### src/rtl/r8b_pkg.sv
// Shared types and helpers for the r8b GPR strobe controller.
package r8b_pkg;

    localparam int DATA_W_DEF = 8;

    typedef enum logic [1:0] {IDLE, ASSERT, HOLD} rd_state_e;

    // Width of a register select able to address n one-hot lanes.
    function automatic int sel_w(input int n);
        return (n > 1) ? $clog2(n) : 1;
    endfunction

endpackage

### src/rtl/r8b_gpr_ctrl_if.sv
// Operand-read, operand-response, writeback and GPR strobe signals of r8b_gpr_ctrl.
interface r8b_gpr_ctrl_if
    import r8b_pkg::*;
#(
    parameter int NUM_REGS = 4,
    parameter int DATA_W   = DATA_W_DEF,
    parameter int ADDR_W   = sel_w(NUM_REGS)
) ();
    logic                op_valid;
    logic                op_ready;
    logic [ADDR_W-1:0]   op_lhs_sel;
    logic [ADDR_W-1:0]   op_rhs_sel;
    logic                op_rhs_en;
    logic                op_out_en;
    logic [DATA_W-1:0]   lhs_bus;
    logic [DATA_W-1:0]   rhs_bus;
    logic [DATA_W-1:0]   lhs_q;
    logic [DATA_W-1:0]   rhs_q;
    logic                opnd_valid;
    logic                opnd_ready;
    logic                wb_valid;
    logic                wb_ready;
    logic [ADDR_W-1:0]   wb_dst;
    logic [DATA_W-1:0]   wb_data;
    logic [DATA_W-1:0]   reg_in_bus;
    logic [NUM_REGS-1:0] reg_load;
    logic [NUM_REGS-1:0] assert_lhs;
    logic [NUM_REGS-1:0] assert_rhs;
    logic [NUM_REGS-1:0] reg_write;

    modport master (
        output op_valid, op_lhs_sel, op_rhs_sel, op_rhs_en, op_out_en,
        output lhs_bus, rhs_bus, opnd_ready, wb_valid, wb_dst, wb_data,
        input  op_ready, lhs_q, rhs_q, opnd_valid, wb_ready, reg_in_bus,
        input  reg_load, assert_lhs, assert_rhs, reg_write
    );

    modport slave (
        input  op_valid, op_lhs_sel, op_rhs_sel, op_rhs_en, op_out_en,
        input  lhs_bus, rhs_bus, opnd_ready, wb_valid, wb_dst, wb_data,
        output op_ready, lhs_q, rhs_q, opnd_valid, wb_ready, reg_in_bus,
        output reg_load, assert_lhs, assert_rhs, reg_write
    );
endinterface

### src/rtl/r8b_onehot_dec.sv
// Select-to-one-hot decoder; out-of-range selects decode to all zeros.
module r8b_onehot_dec #(
    parameter int ADDR_W   = 2,
    parameter int NUM_REGS = 4
) (
    input  logic [ADDR_W-1:0]   sel,
    input  logic                en,
    output logic [NUM_REGS-1:0] onehot
);
    always_comb begin
        onehot = '0;
        for (int i = 0; i < NUM_REGS; i++)
            if (en && sel == ADDR_W'(i)) onehot[i] = 1'b1;
    end
endmodule

### src/rtl/r8b_gpr_ctrl.sv
// Strobe sequencer for an array of falling-edge GPRs: operand reads and writebacks.
// Define R8B_GPR_CTRL_CHECK_EN for select range checking and a sticky err output.
module r8b_gpr_ctrl
    import r8b_pkg::*;
#(
    parameter int NUM_REGS = 4,
    parameter int DATA_W   = DATA_W_DEF,
    parameter int ADDR_W   = sel_w(NUM_REGS)
) (
    input  logic          clk,
    input  logic          rst,
    r8b_gpr_ctrl_if.slave bus
`ifdef R8B_GPR_CTRL_CHECK_EN
    ,
    output logic          err
`endif
);
    rd_state_e           state_q, state_d;
    logic [DATA_W-1:0]   lhs_q, lhs_d, rhs_q, rhs_d, in_q, in_d;
    logic                rhs_en_q, rhs_en_d;
    logic [NUM_REGS-1:0] alhs_q, alhs_d, arhs_q, arhs_d, wr_q, wr_d, load_q, load_d;
    logic                op_hs, wb_hs, op_ready, opnd_valid;
    logic                lhs_zero, rhs_zero;

`ifdef R8B_GPR_CTRL_CHECK_EN
    localparam logic [ADDR_W:0] NREG = (ADDR_W+1)'(NUM_REGS);
    logic lhs_ok, rhs_ok, wb_ok;
    logic lhs_bad_q, lhs_bad_d, rhs_bad_q, rhs_bad_d, err_q, err_d;

    assign lhs_ok   = {1'b0, bus.op_lhs_sel} < NREG;
    assign rhs_ok   = !bus.op_rhs_en || ({1'b0, bus.op_rhs_sel} < NREG);
    assign wb_ok    = {1'b0, bus.wb_dst} < NREG;
    assign lhs_zero = lhs_bad_q;
    assign rhs_zero = rhs_bad_q;
    assign err      = err_q;

    always_comb begin
        lhs_bad_d = lhs_bad_q;
        rhs_bad_d = rhs_bad_q;
        if (op_hs) begin
            lhs_bad_d = !lhs_ok;
            rhs_bad_d = !rhs_ok;
        end
        err_d = err_q | (op_hs & ~(lhs_ok & rhs_ok)) | (bus.wb_valid & ~wb_ok);
    end

    always_ff @(posedge clk or posedge rst) begin
        if (rst) begin
            lhs_bad_q <= 1'b0;
            rhs_bad_q <= 1'b0;
            err_q     <= 1'b0;
        end else begin
            lhs_bad_q <= lhs_bad_d;
            rhs_bad_q <= rhs_bad_d;
            err_q     <= err_d;
        end
    end

    a_lhs_oh:  assert property (@(posedge clk) disable iff (rst) $onehot0(alhs_q));
    a_rhs_oh:  assert property (@(posedge clk) disable iff (rst) $onehot0(arhs_q));
    a_wr_oh:   assert property (@(posedge clk) disable iff (rst) $onehot0(wr_q));
    a_load_oh: assert property (@(posedge clk) disable iff (rst) $onehot0(load_q));
`else
    logic wb_ok;
    assign wb_ok    = 1'b1;
    assign lhs_zero = 1'b0;
    assign rhs_zero = 1'b0;
`endif

    assign op_hs = (state_q == IDLE) && bus.op_valid;
    assign wb_hs = bus.wb_valid && wb_ok;

    // Strobes are decoded from the request and registered, so they are high
    // for exactly the ASSERT cycle and steady across the GPR sampling negedge.
    r8b_onehot_dec #(.ADDR_W(ADDR_W), .NUM_REGS(NUM_REGS)) u_dec_lhs (
        .sel(bus.op_lhs_sel), .en(op_hs),                   .onehot(alhs_d));
    r8b_onehot_dec #(.ADDR_W(ADDR_W), .NUM_REGS(NUM_REGS)) u_dec_rhs (
        .sel(bus.op_rhs_sel), .en(op_hs && bus.op_rhs_en),  .onehot(arhs_d));
    r8b_onehot_dec #(.ADDR_W(ADDR_W), .NUM_REGS(NUM_REGS)) u_dec_wr (
        .sel(bus.op_lhs_sel), .en(op_hs && bus.op_out_en),  .onehot(wr_d));
    r8b_onehot_dec #(.ADDR_W(ADDR_W), .NUM_REGS(NUM_REGS)) u_dec_ld (
        .sel(bus.wb_dst),     .en(wb_hs),                   .onehot(load_d));

    always_comb begin
        state_d    = state_q;
        lhs_d      = lhs_q;
        rhs_d      = rhs_q;
        rhs_en_d   = rhs_en_q;
        op_ready   = 1'b0;
        opnd_valid = 1'b0;
        case (state_q)
            IDLE: begin
                op_ready = 1'b1;
                if (bus.op_valid) begin
                    state_d  = ASSERT;
                    rhs_en_d = bus.op_rhs_en;
                end
            end
            ASSERT: begin
                state_d = HOLD;
                lhs_d   = lhs_zero ? '0 : bus.lhs_bus;
                rhs_d   = (rhs_en_q && !rhs_zero) ? bus.rhs_bus : '0;
            end
            HOLD: begin
                opnd_valid = 1'b1;
                if (bus.opnd_ready) state_d = IDLE;
            end
            default: state_d = IDLE;
        endcase
    end

    // reg_in_bus keeps the last written value between writebacks.
    assign in_d = wb_hs ? bus.wb_data : in_q;

    always_ff @(posedge clk or posedge rst) begin
        if (rst) begin
            state_q  <= IDLE;
            lhs_q    <= '0;
            rhs_q    <= '0;
            rhs_en_q <= 1'b0;
            in_q     <= '0;
            alhs_q   <= '0;
            arhs_q   <= '0;
            wr_q     <= '0;
            load_q   <= '0;
        end else begin
            state_q  <= state_d;
            lhs_q    <= lhs_d;
            rhs_q    <= rhs_d;
            rhs_en_q <= rhs_en_d;
            in_q     <= in_d;
            alhs_q   <= alhs_d;
            arhs_q   <= arhs_d;
            wr_q     <= wr_d;
            load_q   <= load_d;
        end
    end

    assign bus.op_ready   = op_ready;
    assign bus.opnd_valid = opnd_valid;
    assign bus.lhs_q      = lhs_q;
    assign bus.rhs_q      = rhs_q;
    assign bus.wb_ready   = 1'b1;
    assign bus.reg_in_bus = in_q;
    assign bus.reg_load   = load_q;
    assign bus.assert_lhs = alhs_q;
    assign bus.assert_rhs = arhs_q;
    assign bus.reg_write  = wr_q;
endmodule

### src/flat_wrapper.sv
// flat-port wrapper written by rule: the top's interface ports become plain ports
module r8b_gpr_ctrl_flat import r8b_pkg::*;
#(
    parameter int NUM_REGS = 4,
    parameter int DATA_W   = DATA_W_DEF,
    parameter int ADDR_W   = sel_w(NUM_REGS)
)
  (clk, rst, bus_op_valid, bus_op_lhs_sel, bus_op_rhs_sel, bus_op_rhs_en, bus_op_out_en, bus_lhs_bus, bus_rhs_bus, bus_opnd_ready, bus_wb_valid, bus_wb_dst, bus_wb_data, bus_op_ready, bus_lhs_q, bus_rhs_q, bus_opnd_valid, bus_wb_ready, bus_reg_in_bus, bus_reg_load, bus_assert_lhs, bus_assert_rhs, bus_reg_write);
  r8b_gpr_ctrl_if #(.NUM_REGS(NUM_REGS), .DATA_W(DATA_W), .ADDR_W(ADDR_W)) bus_i ();
  input  logic clk;
  input  logic rst;
  input wire logic [$bits(bus_i.op_valid)-1:0] bus_op_valid;
  input wire logic [$bits(bus_i.op_lhs_sel)-1:0] bus_op_lhs_sel;
  input wire logic [$bits(bus_i.op_rhs_sel)-1:0] bus_op_rhs_sel;
  input wire logic [$bits(bus_i.op_rhs_en)-1:0] bus_op_rhs_en;
  input wire logic [$bits(bus_i.op_out_en)-1:0] bus_op_out_en;
  input wire logic [$bits(bus_i.lhs_bus)-1:0] bus_lhs_bus;
  input wire logic [$bits(bus_i.rhs_bus)-1:0] bus_rhs_bus;
  input wire logic [$bits(bus_i.opnd_ready)-1:0] bus_opnd_ready;
  input wire logic [$bits(bus_i.wb_valid)-1:0] bus_wb_valid;
  input wire logic [$bits(bus_i.wb_dst)-1:0] bus_wb_dst;
  input wire logic [$bits(bus_i.wb_data)-1:0] bus_wb_data;
  output wire logic [$bits(bus_i.op_ready)-1:0] bus_op_ready;
  output wire logic [$bits(bus_i.lhs_q)-1:0] bus_lhs_q;
  output wire logic [$bits(bus_i.rhs_q)-1:0] bus_rhs_q;
  output wire logic [$bits(bus_i.opnd_valid)-1:0] bus_opnd_valid;
  output wire logic [$bits(bus_i.wb_ready)-1:0] bus_wb_ready;
  output wire logic [$bits(bus_i.reg_in_bus)-1:0] bus_reg_in_bus;
  output wire logic [$bits(bus_i.reg_load)-1:0] bus_reg_load;
  output wire logic [$bits(bus_i.assert_lhs)-1:0] bus_assert_lhs;
  output wire logic [$bits(bus_i.assert_rhs)-1:0] bus_assert_rhs;
  output wire logic [$bits(bus_i.reg_write)-1:0] bus_reg_write;
  assign bus_i.op_valid = bus_op_valid;
  assign bus_i.op_lhs_sel = bus_op_lhs_sel;
  assign bus_i.op_rhs_sel = bus_op_rhs_sel;
  assign bus_i.op_rhs_en = bus_op_rhs_en;
  assign bus_i.op_out_en = bus_op_out_en;
  assign bus_i.lhs_bus = bus_lhs_bus;
  assign bus_i.rhs_bus = bus_rhs_bus;
  assign bus_i.opnd_ready = bus_opnd_ready;
  assign bus_i.wb_valid = bus_wb_valid;
  assign bus_i.wb_dst = bus_wb_dst;
  assign bus_i.wb_data = bus_wb_data;
  assign bus_op_ready = bus_i.op_ready;
  assign bus_lhs_q = bus_i.lhs_q;
  assign bus_rhs_q = bus_i.rhs_q;
  assign bus_opnd_valid = bus_i.opnd_valid;
  assign bus_wb_ready = bus_i.wb_ready;
  assign bus_reg_in_bus = bus_i.reg_in_bus;
  assign bus_reg_load = bus_i.reg_load;
  assign bus_assert_lhs = bus_i.assert_lhs;
  assign bus_assert_rhs = bus_i.assert_rhs;
  assign bus_reg_write = bus_i.reg_write;
  r8b_gpr_ctrl #(.NUM_REGS(NUM_REGS), .DATA_W(DATA_W), .ADDR_W(ADDR_W)) u_core (.clk(clk), .rst(rst), .bus(bus_i));
endmodule
### config.mk
export PLATFORM = sky130hd
export DESIGN_NAME = r8b_gpr_ctrl_flat
export DESIGN_NICKNAME = d
export VERILOG_FILES = /design/src/rtl/r8b_pkg.sv /design/src/rtl/r8b_gpr_ctrl_if.sv /design/src/rtl/r8b_onehot_dec.sv /design/src/rtl/r8b_gpr_ctrl.sv /design/src/flat_wrapper.sv
export SDC_FILE = /design/constraint.sdc
export NUM_CORES = 1
export LEC_CHECK = 0
export ABC_AREA = 1
export ABC_CLOCK_PERIOD_IN_PS = 1200
export CAP_MARGIN = 15
export CORE_UTILIZATION = 36
export DETAILED_ROUTE_END_ITERATION = 10
export GPL_TIMING_DRIVEN = 0
export PLACE_DENSITY_LB_ADDON = 0.2
export REMOVE_ABC_BUFFERS = 1
export SLEW_MARGIN = 25
export SYNTH_ARGS = -nofsm -noshare
export SYNTH_HDL_FRONTEND = slang
export SYNTH_HIERARCHICAL = 1
export SYNTH_SLANG_ARGS = --single-unit
### constraint.sdc
create_clock -name clk -period 1.2 [get_ports clk]
set_input_delay 0.12 -clock clk [delete_from_list [all_inputs] [get_ports clk]]
set_output_delay 0.12 -clock clk [all_outputs]
set_load 0.01 [all_outputs]
Word level (Yosys, flattened, before mapping)

Cells that the tools add are included.

Multiplexer cells: 22
Equality and inequality tests: 13
Reductions and logical operators: 25

Operators by type and width:

| operator             | count |
|---|---|
| $logic_and A1 B1 Y1  | 19 |
| $mux W1              | 18 |
| $eq A2 B2 Y1 const B | 7 |
| $eq A2 B1 Y1 const B | 4 |
| $logic_not A2 Y1     | 4 |
| $mux W8              | 1 |
| $pmux W2 S3          | 1 |
| $mux W2              | 2 |
| $ne A2 B2 Y1 const B | 2 |
| $reduce_and A2 Y1    | 2 |

Output and inout port bits: 43
Register bits after elaboration: 43

Depth between registers and ports, before layout

Depth after elaboration: 5
Gate-level depth with buffers: 5
Depth with buffers taken out: 5

Modules after synthesis

Netlist, hierarchy kept.

Modules (own cells, without submodules):

| module         | cells an instance | instances | area each (um^2) | seq. area each (um^2) |
|---|---|---|---|---|
| r8b_gpr_ctrl   | 139               | 1         | 1569.0           | 1076.0 |
| r8b_onehot_dec | 8                 | 4         | 30.0             | 0.0 |

Worst setup path after synthesis

OpenSTA, ideal clock, no wires.

Path kind: register to register
From: register u_core.state_q[0]
To: register u_core.wr_q[1] (netlist: u_core/bus.reg_write[1])
Slack: 63 ps
Stages on the path, launching flop included: 6
Setup time: 71 ps
Buffers on the path: 0
Arrival time: 1066 ps
Cell sequence: dfrtp_1 > nor2_1 > nand2_1 > nor2_1 > nand2_1 > nor2_1

Word-level cells in the longest chain between the ends: 5

RTL lines:

| what                   | line                 | RTL |
|---|---|---|
| from (decl)            | r8b_gpr_ctrl.sv:18   | `rd_state_e state_q, state_d;` |
| from (signal assigned) | r8b_gpr_ctrl.sv:127  | `state_q <= state_d;` |
| $logic_not A2 Y1       | r8b_gpr_ctrl.sv:70   | `assign op_hs = (state_q == IDLE) && bus.op_valid;` |
| $logic_and A1 B1 Y1    | r8b_gpr_ctrl.sv:70   |  |
| $logic_and A1 B1 Y1    | r8b_gpr_ctrl.sv:80   | `.sel(bus.op_lhs_sel), .en(op_hs && bus.op_out_en), .onehot(wr_d));` |
| $logic_and A1 B1 Y1    | r8b_onehot_dec.sv:13 | `if (en && sel == ADDR_W'(i)) onehot[i] = 1'b1;` |
| $mux W1                | r8b_onehot_dec.sv:13 |  |
| via u_core.wr_d[1]     | r8b_gpr_ctrl.sv:21   | `logic [NUM_REGS-1:0] alhs_q, alhs_d, arhs_q, arhs_d, wr_q, wr_d, load_q, load_d;` |
| to (signal assigned)   | r8b_gpr_ctrl.sv:134  | `wr_q <= wr_d;` |
| to (decl)              | r8b_gpr_ctrl.sv:21   |  |

The timed path passes the listed nets, and every way through them passes these cells.
A chain may end at the register's enable or synchronous reset.

Final worst setup path

From: register u_core.state_q[1]
To: output bus_op_ready

Word-level cells in the longest chain between the ends: 2

RTL lines:

| what             | line               | RTL |
|---|---|---|
| $logic_not A2 Y1 | r8b_gpr_ctrl.sv:91 | `case (state_q)` |
| $mux W1          | r8b_gpr_ctrl.sv:91 |  |
| to (decl)        | flat_wrapper.sv:23 | `output wire logic [$bits(bus_i.op_ready)-1:0] bus_op_ready;` |

No other way between the ends.

==> impl_metrics.py <==
metrics = {
    "run_status": {
        "outcome": "complete, but fails checks",
        "violations": "DRC",
    },
    "layout": {
        "syn2layout_area_growth_pct": 55.6,
        "antenna-diode-count": 0,
        "nets": 296,
        "utilization": 0.591,
        "regArea_mm2": 0.00108,
        "drive_above_1_share": 0.142,
        "fillers": 415,
        "final_cells": 312,
        "multi_input_area_um2": 513,
    },
    "yosys": {
        "ys_seq_area_frac": 0.637,
        "syn_inst": 171,
        "ys_warn_count": 6,
        "ys_types": 16,
        "ys_ff_latch": 43,
        "synthTopCellsByArea": "dfrtp_1 (64%), nand2_1 (11%), inv_1 (4.7%)",
        "synth_top_area_share": 0.637,
        "synthesis.area_mm2": 0.00169,
        "yosysTopAreaCell": "dfrtp_1",
        "syn_area_per_cell_um2": 9.88,
    },
    "worst_setup_path": {
        "critPathBufInv": 2,
        "max_stage_delay_ps": 380,
        "reg2reg_to": "u_core/bus.rhs_q[6]",
        "crit_arrival_ps": 1050,
        "worstPathCellList": "buf_4 > nor2_4 > buf_6",
        "critPathCaptureType": "primary output",
        "critPathMaxFanout": 3,
        "reg2reg_from": "u_core/state_q[1]",
        "critPathKind": "flip-flop to primary output",
        "crit_required_ps": 1080,
        "start_kind": "flip-flop",
        "ff2ff_path_depth": 6,
        "critPathTopFamily": "flip-flops",
        "cpMaxStageDelayCell": "dfrtp_1",
        "rrSetupSlack_ps": 80,
    },
    "timing": {
        "max_slew_margin": 0.656,
        "fin_worst_skew_ps": 5.16,
        "drv_slew": 0,
        "worst_hold_slack_ps": 170,
        "setup_violations": 0,
        "fin_setup_tns_ps": 0,
        "timing.final.hold_violations": 0,
        "fin_crit_sh": 0.973,
        "min_period_ps": 1170,
        "rsz0062_at_grt": "true",
        "max_freq_mhz": 857,
        "worst_slew_pin_slew_ps": 514,
        "timing.final.ws_setup_ps": 32.8,
    },
    "floorplanning": {
        "pin_count": 80,
        "dieArea_mm2": 0.00497,
        "row_count": 24,
        "die_height_um": 70.5,
        "die_w_um": 70.5,
        "initial_core_util": 0.380,
        "coreArea_mm2": 0.00444,
    },
    "clocking": {
        "cts_tree": "built",
        "insertion_delay_ps": 280,
        "clk_pin_slew_worst_paths_ps": 70,
        "numClockSinks": 43,
        "cts_buffer_depth": 2,
        "ctsHoldBuffers": 0,
        "cts_made_buffers": 5,
        "h-tree-depth": 2,
        "root_buffer": "clkbuf_8",
    },
    "placed_design": {
        "place.gp.congestion": 0.744,
        "post-place-ws_ps": -267,
        "placed_cells": 296,
        "place_hpwl_um": 2360,
        "io_buffers": 78,
    },
    "global_routing": {
        "grt_max_degree": 26,
        "grt_pass1_vias": 1317,
        "antenna_found_initial": 0,
        "overflow": 0,
        "grt_pass1_wl_um": 5870,
        "grt_usage": 0.154,
    },
    "min_path": {
        "hp-class": "input port to asynchronous set/reset pin",
    },
    "detailed_routing": {
        "routedWlPerCell_um": 11.3,
        "vias": 1374,
        "first_iter_violations": 99,
        "via_per_inst": 4.40,
        "firstDrtPassIters": 7,
        "detail-route-antenna-nets": 0,
        "drc": 12,
        "routed_wl_um": 3520,
    },
    "power": {
        "leakage_uw": 0.00143,
        "vdd_drop_max_mv": 0.704,
        "powerDensity_mw_per_mm2": 1810,
    },
    "job": {
        "cap_viol_max_count": 0,
    },
}
-- final cells by class --
class,instances,share of cell area
clock inverters,1,0.00190
multi-input cells,101,0.195
repair buffers,86,0.307
inverters,22,0.0324
clock buffers,7,0.0290
well taps,52,0.0248
flip-flops and latches,43,0.410
-- per-stage QoR --
step | instance area (um2) | power [uW]
global route | 2630 | 5110
finish | 2630 | 4760
detailed placement | 2510 | 3890
global placement | 2480 | 3860
floorplan | 1630 | 2910
CTS | 2600 | 4720
-- metal layers --
metal / global-route usage / routed length, um
met5: 0 / 0
met4: 0.0680 / 56
met3: 0.0548 / 319
met2: 0.248 / 1690
met1: 0.186 / 1450
-- cell usage in the layout, fill, tap and decap left out, drive strengths merged, types with 7 or more instances in the layout --
cell type	Yosys	routed
clkdlybuf4s50	0	36
nand2	54	55
buf	6	10
inv	22	22
o21ai	16	16
dfrtp	43	43
dlygate4sd2	0	40
nor2	20	20
nand3	9	9
clkbuf	0	7
-- how the worst max path moves through the flow --
stage / start / endpoint / slack (ps) / cells after the start
2_1_floorplan: u_core/state_q[0] / u_core/bus.reg_write[1] / -50 / 5
3_3_place_gp: rst / u_core/bus.lhs_q[5] / -790 / 2
3_5_place_dp: u_core/state_q[0] / bus_op_ready / -270 / 2
4_1_cts: u_core/state_q[1] / bus_op_ready / 10 / 3
5_1_grt: u_core/state_q[1] / bus_op_ready / -30 / 3
6_report: u_core/state_q[1] / bus_op_ready / 30 / 3
-- flip-flops by register name, indices dropped and copies added, names as in the netlist --
signal / count
u_core/bus.lhs_q: 8
u_core/bus.reg_in_bus: 8
u_core/bus.rhs_q: 8
u_core/bus.assert_lhs: 4
u_core/bus.assert_rhs: 4
u_core/bus.reg_load: 4
u_core/bus.reg_write: 4
u_core/state_q: 2
u_core/rhs_en_q: 1
-- synth_stat cells --
cell type / instances
buf_1: 1
buf_12: 1
buf_2: 2
buf_4: 1
buf_8: 1
conb_1: 1
dfrtp_1: 43
inv_1: 21
inv_4: 1
nand2_1: 48
nand2_2: 2
nand2_4: 4
nand3_1: 9
nor2_1: 20
o21ai_0: 8
o21ai_2: 8
-- cells by family (layout without fill, tap and decap cells) --
logic type             count (synthesis)  in the layout  share of synthesized area
DFF                                   43             43                      0.637
AOI/OAI and AO/OA                     16             16                     0.0652
other                                  1              1                    0.00222
and+or+nand+nor                       83             84                      0.212
buffers and inverters                 28            116                     0.0837
-- power breakdown --
group / switching [uW] / internal (uW)
logic: 990 / 882
registers: 233 / 1800
clock network: 444 / 408
-- repair_timing --
| action | CTS | global route |
|---|---|---|
| pin swaps | 0 | 1 |
| hold endpoints to repair | 0 | 0 |
| setup buffers | 7 | 0 |
| setup endpoints to repair | 69 | 20 |
| gates resized for setup | 53 | 3 |
| cloned | 0 | 1 |
No activity file was read; power rests on OpenSTA's default activity.
